### config.mk
export PLATFORM = sky130hd
export DESIGN_NAME = pmem_read_arbiter_flat
export DESIGN_NICKNAME = d
export VERILOG_FILES = /design/src/rtl/pmem_read_arbiter_if.sv /design/src/rtl/pmem_read_arbiter.sv /design/src/flat_wrapper.sv
export SDC_FILE = /design/constraint.sdc
export NUM_CORES = 1
export LEC_CHECK = 0
export CORE_UTILIZATION = 27
export CTS_CLUSTER_SIZE = 14
export DETAILED_ROUTE_END_ITERATION = 7
export GPL_ROUTABILITY_DRIVEN = 0
export PLACE_DENSITY_LB_ADDON = 0.25
export SYNTH_ARGS = -nofsm -noshare
export SYNTH_HDL_FRONTEND = slang
export SYNTH_SLANG_ARGS = --single-unit
export TNS_END_PERCENT = 100
### constraint.sdc
create_clock -name clk -period 2.4 [get_ports clk]
set_input_delay 0.48 -clock clk [delete_from_list [all_inputs] [get_ports clk]]
set_output_delay 0.48 -clock clk [all_outputs]
set_load 0.02 [all_outputs]
### src/rtl/pmem_read_arbiter_if.sv
// Request/response bundle between the fetch unit, the data-load port, the arbiter
// and the program-memory ROM read port.
interface pmem_read_arbiter_if #(
  parameter int unsigned ADDR_W = 10,
  parameter int unsigned DATA_W = 32
);
  logic              f_req_c0;
  logic [ADDR_W-1:0] f_addr_c0;
  logic              f_gnt_c0;
  logic              f_valid_c1;
  logic [DATA_W-1:0] f_data_c1;
  logic              d_req_c0;
  logic [ADDR_W-1:0] d_addr_c0;
  logic              d_gnt_c0;
  logic              d_valid_c1;
  logic [DATA_W-1:0] d_data_c1;
  logic              d_err_c1;
  logic [ADDR_W-1:0] pmem_addr_c0;
  logic [DATA_W-1:0] instr_reg_c1;

  // Requesters plus ROM side
  modport master (
    output f_req_c0, f_addr_c0, d_req_c0, d_addr_c0, instr_reg_c1,
    input  f_gnt_c0, f_valid_c1, f_data_c1,
    input  d_gnt_c0, d_valid_c1, d_data_c1, d_err_c1, pmem_addr_c0
  );

  // Arbiter side
  modport slave (
    input  f_req_c0, f_addr_c0, d_req_c0, d_addr_c0, instr_reg_c1,
    output f_gnt_c0, f_valid_c1, f_data_c1,
    output d_gnt_c0, d_valid_c1, d_data_c1, d_err_c1, pmem_addr_c0
  );
endinterface

### src/rtl/pmem_read_arbiter.sv
// Shares the 1-cycle-latency program ROM read port between instruction fetch and
// data loads; data wins by default, a starvation counter forces periodic fetch wins.
module pmem_read_arbiter #(
  parameter int unsigned ADDR_W     = 10,
  parameter int unsigned DATA_W     = 32,
  parameter int unsigned STARVE_MAX = 4
) (
  input logic               clk,
  input logic               rst_n,
  pmem_read_arbiter_if.slave bus
);

  localparam int unsigned CNT_W = 4;

  logic [CNT_W-1:0]  starve_cnt;
  logic [ADDR_W-1:0] last_addr;
  logic [ADDR_W-1:0] f_word_addr;
  logic [ADDR_W-1:0] rom_addr;
  logic              own_f_q;
  logic              own_d_q;
  logic              err_q;
  logic              aligned;
  logic              d_rom_req;
  logic              force_f;
  logic              f_gnt;
  logic              d_rom_gnt;
  logic              d_gnt;

  // Arbitration; grants are gated by rst_n so nothing is issued during reset
  always_comb begin
    aligned     = (bus.d_addr_c0[1:0] == 2'b00);
    d_rom_req   = bus.d_req_c0 & aligned;
    force_f     = (starve_cnt == CNT_W'(STARVE_MAX));
    f_gnt       = rst_n & bus.f_req_c0 & (~d_rom_req | force_f);
    d_rom_gnt   = rst_n & d_rom_req & ~(bus.f_req_c0 & force_f);
    d_gnt       = d_rom_gnt | (rst_n & bus.d_req_c0 & ~aligned);
    f_word_addr = bus.f_addr_c0 & ~ADDR_W'(3);
    rom_addr    = last_addr;
    if (f_gnt) begin
      rom_addr = f_word_addr;
    end else if (d_rom_gnt) begin
      rom_addr = bus.d_addr_c0;
    end
  end

  // Starvation counter, held address and c1 ownership
  always_ff @(posedge clk or negedge rst_n) begin
    if (!rst_n) begin
      starve_cnt <= '0;
      last_addr  <= '0;
      own_f_q    <= 1'b0;
      own_d_q    <= 1'b0;
      err_q      <= 1'b0;
    end else begin
      if (bus.f_req_c0 && !f_gnt) begin
        starve_cnt <= force_f ? starve_cnt : starve_cnt + 1'b1;
      end else begin
        starve_cnt <= '0;
      end
      last_addr <= rom_addr;
      own_f_q   <= f_gnt;
      own_d_q   <= d_gnt & aligned;
      err_q     <= d_gnt & ~aligned;
    end
  end

  assign bus.f_gnt_c0     = f_gnt;
  assign bus.d_gnt_c0     = d_gnt;
  assign bus.pmem_addr_c0 = rom_addr;

  // Steer the ROM word to whichever port owns the read in flight
  assign bus.f_valid_c1 = own_f_q;
  assign bus.f_data_c1  = own_f_q ? bus.instr_reg_c1 : DATA_W'(0);
  assign bus.d_valid_c1 = own_d_q | err_q;
  assign bus.d_data_c1  = own_d_q ? bus.instr_reg_c1 : DATA_W'(0);
  assign bus.d_err_c1   = err_q;

endmodule

### src/flat_wrapper.sv
// flat-port wrapper written by rule: the top's interface ports become plain ports
module pmem_read_arbiter_flat 
#(
  parameter int unsigned ADDR_W     = 10,
  parameter int unsigned DATA_W     = 32,
  parameter int unsigned STARVE_MAX = 4
)
  (clk, rst_n, bus_f_req_c0, bus_f_addr_c0, bus_d_req_c0, bus_d_addr_c0, bus_instr_reg_c1, bus_f_gnt_c0, bus_f_valid_c1, bus_f_data_c1, bus_d_gnt_c0, bus_d_valid_c1, bus_d_data_c1, bus_d_err_c1, bus_pmem_addr_c0);
  pmem_read_arbiter_if #(.ADDR_W(ADDR_W), .DATA_W(DATA_W)) bus_i ();
  input logic clk;
  input logic rst_n;
  input wire logic [$bits(bus_i.f_req_c0)-1:0] bus_f_req_c0;
  input wire logic [$bits(bus_i.f_addr_c0)-1:0] bus_f_addr_c0;
  input wire logic [$bits(bus_i.d_req_c0)-1:0] bus_d_req_c0;
  input wire logic [$bits(bus_i.d_addr_c0)-1:0] bus_d_addr_c0;
  input wire logic [$bits(bus_i.instr_reg_c1)-1:0] bus_instr_reg_c1;
  output wire logic [$bits(bus_i.f_gnt_c0)-1:0] bus_f_gnt_c0;
  output wire logic [$bits(bus_i.f_valid_c1)-1:0] bus_f_valid_c1;
  output wire logic [$bits(bus_i.f_data_c1)-1:0] bus_f_data_c1;
  output wire logic [$bits(bus_i.d_gnt_c0)-1:0] bus_d_gnt_c0;
  output wire logic [$bits(bus_i.d_valid_c1)-1:0] bus_d_valid_c1;
  output wire logic [$bits(bus_i.d_data_c1)-1:0] bus_d_data_c1;
  output wire logic [$bits(bus_i.d_err_c1)-1:0] bus_d_err_c1;
  output wire logic [$bits(bus_i.pmem_addr_c0)-1:0] bus_pmem_addr_c0;
  assign bus_i.f_req_c0 = bus_f_req_c0;
  assign bus_i.f_addr_c0 = bus_f_addr_c0;
  assign bus_i.d_req_c0 = bus_d_req_c0;
  assign bus_i.d_addr_c0 = bus_d_addr_c0;
  assign bus_i.instr_reg_c1 = bus_instr_reg_c1;
  assign bus_f_gnt_c0 = bus_i.f_gnt_c0;
  assign bus_f_valid_c1 = bus_i.f_valid_c1;
  assign bus_f_data_c1 = bus_i.f_data_c1;
  assign bus_d_gnt_c0 = bus_i.d_gnt_c0;
  assign bus_d_valid_c1 = bus_i.d_valid_c1;
  assign bus_d_data_c1 = bus_i.d_data_c1;
  assign bus_d_err_c1 = bus_i.d_err_c1;
  assign bus_pmem_addr_c0 = bus_i.pmem_addr_c0;
  pmem_read_arbiter #(.ADDR_W(ADDR_W), .DATA_W(DATA_W), .STARVE_MAX(STARVE_MAX)) u_core (.clk(clk), .rst_n(rst_n), .bus(bus_i));
endmodule
; ---- After elaboration in Yosys (flattened, before gate mapping)
; Cells that the tools add are included.
[word_totals]
ff_bits = 17
input_bits = 56
output_inout_bits = 79
wordCells = 33
[classes]
addsub = 1
eq_ne = 2
n_mux = 6
n_bitwise = 16
reduce_logical = 3
[ops]
columns = op, count
row1 = 2-to-1 mux 32 bit, 2
row2 = 2-to-1 mux 10 bit, 2
row3 = AND 1 bit, 10
row4 = 2-to-1 mux 4 bit, 2
row5 = "adder 4 x 1 -> 4 bit, second input constant", 1
row6 = "equality test 4 x 3 -> 1 bit, second input constant", 1
row7 = inverter 1 bit, 3
row8 = OR 1 bit, 3
row9 = zero test 2 bit, 1
row10 = "inequality test 2 bit, second input constant", 1
row11 = logical AND 1 bit, 1
row12 = zero test 1 bit, 1

; ---- Depth between registers and ports, before layout
[depth]
ltp_word = 8
ltp_mapped = 6
mapped_depth_nobuf = 5

; ---- Least setup slack after synthesis
; OpenSTA, ideal clock, no wires.
[synth_timing]
path_kind = register to output
startpoint = reg u_core.starve_cnt[0]
endpoint = out bus_pmem_addr_c0[2]
arrival_time_ps = 1595
required_time_ps = 1920
setup_slack_ps = 325
stages_incl_launch_ff = 7
path_buffers = 1
cell_sequence = dfrtp_1 inv_1 ha_1 nand3b_4 a211o_1 buf_6 a31oi_1
[synth_via]
elab_chain_cells = 6
elab_cells_between_ends = 8
cone_classes = eq/ne: 1 / mux: 2 / bitwise: 5
[synth_lines]
columns = item, line
row1 = from (decl), pmem_read_arbiter.sv:15  ; logic [CNT_W-1:0] starve_cnt;
row2 = from (signal assigned), pmem_read_arbiter.sv:56  ; starve_cnt <= force_f ? starve_cnt : starve_cnt + 1'b1;
row3 = equality test 4 x 3 -> 1 bit (*), pmem_read_arbiter.sv:33  ; force_f = (starve_cnt == CNT_W'(STARVE_MAX));
row4 = AND 1 bit, pmem_read_arbiter.sv:35  ; d_rom_gnt = rst_n & d_rom_req & ~(bus.f_req_c0 & force_f);
row5 = inverter 1 bit, pmem_read_arbiter.sv:35
row6 = AND 1 bit, pmem_read_arbiter.sv:35
row7 = 2-to-1 mux 10 bit, pmem_read_arbiter.sv:41  ; end else if (d_rom_gnt) begin
row8 = 2-to-1 mux 10 bit (*), pmem_read_arbiter.sv:39  ; if (f_gnt) begin
row9 = to (decl), flat_wrapper.sv:24  ; output wire logic [$bits(bus_i.pmem_addr_c0)-1:0] bus_pmem_addr_c0;
; Every way passes the cells marked *; elsewhere a longest branch is shown, timed or not.

; ---- Final worst setup path
[layout_timing]
startpoint = in bus_d_addr_c0[1]
endpoint = out bus_pmem_addr_c0[2]
[layout_via]
elab_chain_cells = 6
elab_cells_between_ends = 9
cone_classes = mux: 2 / bitwise: 6 / reduce/logical: 1
[layout_lines]
columns = item, line
row1 = from (decl), flat_wrapper.sv:15  ; input wire logic [$bits(bus_i.d_addr_c0)-1:0] bus_d_addr_c0;
row2 = zero test 2 bit (*), pmem_read_arbiter.sv:31  ; aligned = (bus.d_addr_c0[1:0] == 2'b00);
row3 = AND 1 bit (*), pmem_read_arbiter.sv:32  ; d_rom_req = bus.d_req_c0 & aligned;
row4 = AND 1 bit or inverter 1 bit (tied branches), "pmem_read_arbiter.sv:35, pmem_read_arbiter.sv:34"
row5 = AND 1 bit or OR 1 bit (tied branches), "pmem_read_arbiter.sv:35, pmem_read_arbiter.sv:34"
row6 = 2-to-1 mux 10 bit or AND 1 bit (tied branches), "pmem_read_arbiter.sv:41, pmem_read_arbiter.sv:34"
row7 = 2-to-1 mux 10 bit (*), pmem_read_arbiter.sv:39
; Marked as above.

==> summary.md <==
| Metric | Value |
|---|---|
| Run status | complete, no violations |
| Synthesized area | 0.00135 mm^2 |
| Clk sinks | 17 |
| Share of layout cells above drive strength 1 | 0.177 |
| Leak Pwr | 1.23 nW |
| EDFF count, synth | 0 |
| DRT iter0 DRCs | 23 |
| Die Area | 0.00528 mm^2 |
| Largest net degree at the start of global routing | 34 |
| Overall Global Routing Usage | 0.198 |
| Non-Filler Instances | 372 |
| Clk buf depth | 2 |
| Pre-CTS WS | -0.610 ns |
| Antenna Nets Post-Route | 0 |
| WP buf/inv | 3 |
| Syn_nets | 217 |
| Drc violations | 0 |
| Nets | approximately 360 |
| Avg Cell Area, Syn | 8.48 um^2 |
| Commonest non-fill, non-tap cells in the layout | clkdlybuf4s50_1 (115), and2_1 (64), buf_4 (21) |
| First-pass DRT Iterations | 4 |
| Crit path capture type | primary output |
| # fillers | 437 |
| Fraction of registers with async set/reset | 1.00 |
| Setup Skew | 0.000424 ns |
| Worst-path clk slew | around 0.070 ns |
| Final Cycle Share | 0.970 |
| Comb power frac | 0.434 |
| Flop2flop setup slack | 0.83 ns |
| Die Width | between 70 and 80 um |
| Most used DFF post-synth | dfrtp_1 |
| Netlist cell types | 29 |
| Synth warnings | 0 |
| Root buffer cell | clkbuf_8 |
| RSZ-0062 raised after global routing | true |
| Die H | 72.7 um |
| VDD IR-drop max | 0.376 mV |
| Slowest stage delay, CP | about 0.34 ns |
| Grt ovf | 0 |
| Worst endpoint required time | 1.92 ns |
| Max_slew headroom | 0.717 |
| Delay-heaviest family, CP | buffers and inverters |
| Worst EP arrival | roughly 1.9 ns |
| WL met3 | around 460 um |
| Syn Inst Count | 159 |
| Register area share after synthesis | 0.315 |
| Slew Viols, Final | 0 |
| Fmax | about 430 MHz |
| Layout area overhead | 120% |
| CP max stage cell | nor4bb_4 |
| Min Hold Slack | 0.387 ns |
| Flop pwr share | 0.333 |
| Internal power | 0.649 mW |
| Clock latency on the worst-skew pair | 0.25 ns |
| Slew @ Worst Pin | approximately 0.42 ns |
| Final min period | 2.33 ns |
| CP Launch Type | input port |
| Hold WC Path Type | input port to async pin |
| NetSw | about 0.31 mW |
| IO Port Bufs | 132 |
| TritonCTS clock tree | yes |
| Setup ws final | 0.0717 ns |
| Yosys reg bits | 17 |
| CTS buffer count | 3 |
| Setup-failing EPs final | 0 |
| Worst-path fanout max | 5 |
| # IOs | 135 |
| Fin. Hold Viols | 0 |
| CP cell instances | dlygate4sd2_1 > nor4bb_4 > buf_4 > nand3_1 > a31oi_1 > buf_2 |
| Clk network pwr share | 0.233 |
| Max-cap violations | 0 |
| Switching Share | 0.325 |
| Detailed placement HPWL | 4170 um |
| Routed WL | 5430 um |
| CTS HTree Levels | 1 |
| Pwr per Cell Area | 324 mW/mm^2 |
| Cell Rows | 25 |
| Starting Density | 0.284 |
| DP Cell Count | 365 |
| Initial antenna violation count | 0 |
| Routed length on met1 | ~2200 um |
| First-pass GRT wire length | 8050 um |
| Total core area | about 0.0048 mm^2 |
| Most common cell after layout, fill and taps aside | clkdlybuf4s50_1 |
| ANT cells | 0 |
| Vias in the first global route | 1620 |
| Met2 Wirelength | 2700 um |
| Vias | 1748 |
| Critical path type | input port to primary output |
| Drt wl/cell | 14.6 um |
| Via-per-instance ratio | 4.70 |
| Top sig layer | met4 |
power by group through the flow:
stage | registers (mW) | clock network [mW] | logic (mW)
4_1_cts | 0.320 | 0.222 | 0.402
6_report | 0.320 | 0.224 | 0.417
5_1_grt | 0.324 | 0.236 | 0.445
2_1_floorplan | 0.327 | 0 | 0.165
3_3_place_gp | 0.326 | 0 | 0.409
3_5_place_dp | 0.326 | 0 | 0.412
per-layer routing:
| metal | vias up | global-route usage |
|---|---|---|
| met3 | 10 | 0.0456 |
| met4 | 0 | 0.0871 |
| met5 | - | 0 |
| met1 | 796 | 0.227 |
| li1 | 848 | - |
| met2 | 94 | 0.352 |
flip-flops by register name, summed over array words and instances (netlist names):
signal and cells:
u_core.own_d_q 1, u_core.last_addr 10, u_core.bus.d_err_c1 1, u_core.starve_cnt 4, u_core.bus.f_valid_c1 1
kinds of logic (layout without fill, tap and decap cells):
group,Yosys count,in the layout,synth area share
compound gates,28,28,0.144
xor+xnor,1,1,0.00649
fa+ha+maj,2,2,0.0185
buf+inv,17,162,0.0603
flops,17,17,0.315
mux,2,2,0.0148
simple gates,92,93,0.441
layout make-up:
class                      count  area [um^2]  share of cell area
clock buffer                   4         45.0              0.0152
inverter                       6         22.5             0.00758
multi-input combinational    126          973               0.328
sequential                    17          425               0.143
tap                           67         83.8              0.0282
timing repair buffer         152         1420               0.478
final timing paths:
check | from | to | cells after the start
setup / recovery | bus_d_addr_c0[1] | bus_pmem_addr_c0[2] | 6
hold / removal | rst_n | u_core.last_addr[6]$_DFF_PN0_ | 2
setup reg to reg | u_core.starve_cnt[0]$_DFFE_PN0P_ | u_core.starve_cnt[2]$_DFFE_PN0P_ | 6
hold reg to reg | u_core.last_addr[0]$_DFF_PN0_ | u_core.last_addr[0]$_DFF_PN0_ | 1
max in group asynchronous | rst_n | u_core.last_addr[2]$_DFF_PN0_ | 2
min in group clk | u_core.last_addr[0]$_DFF_PN0_ | u_core.last_addr[0]$_DFF_PN0_ | 1
what timing repair did:
action | in CTS | in global routing
setup endpoints to repair | 12 | 11
cloned | 1 | 1
pin swaps | 2 | 3
setup buffers | 1 | 0
resized for setup | 71 | 15
hold buffers | 0 | 0
metrics by stage:
step	area (um^2)	power, mW	TNS (ns)	utilization
final	2970	0.962	0	0.625
after global routing	2970	1.00	-0.0164	0.625
after CTS	2920	0.944	0	0.614
after detailed placement	2830	0.737	-6.29	0.595
after global placement	2830	0.735	-6.01	0.595
after floorplan	1350	0.493	0	-
cells in the mapped netlist (3+ instances only):
cell type  instances  area (um^2)
a2111oi_1          6         60.1
a31oi_1            8         50.1
and2_1            64          400
clkbuf_1           7         26.3
dfrtp_1           17          425
inv_1              6         22.5
nand2_1            3         11.3
nand3_1            9         45.0
nor2_1             4         15.0
o21ai_0            8         40.0
Note: power is estimated with default switching activity, not from simulation.
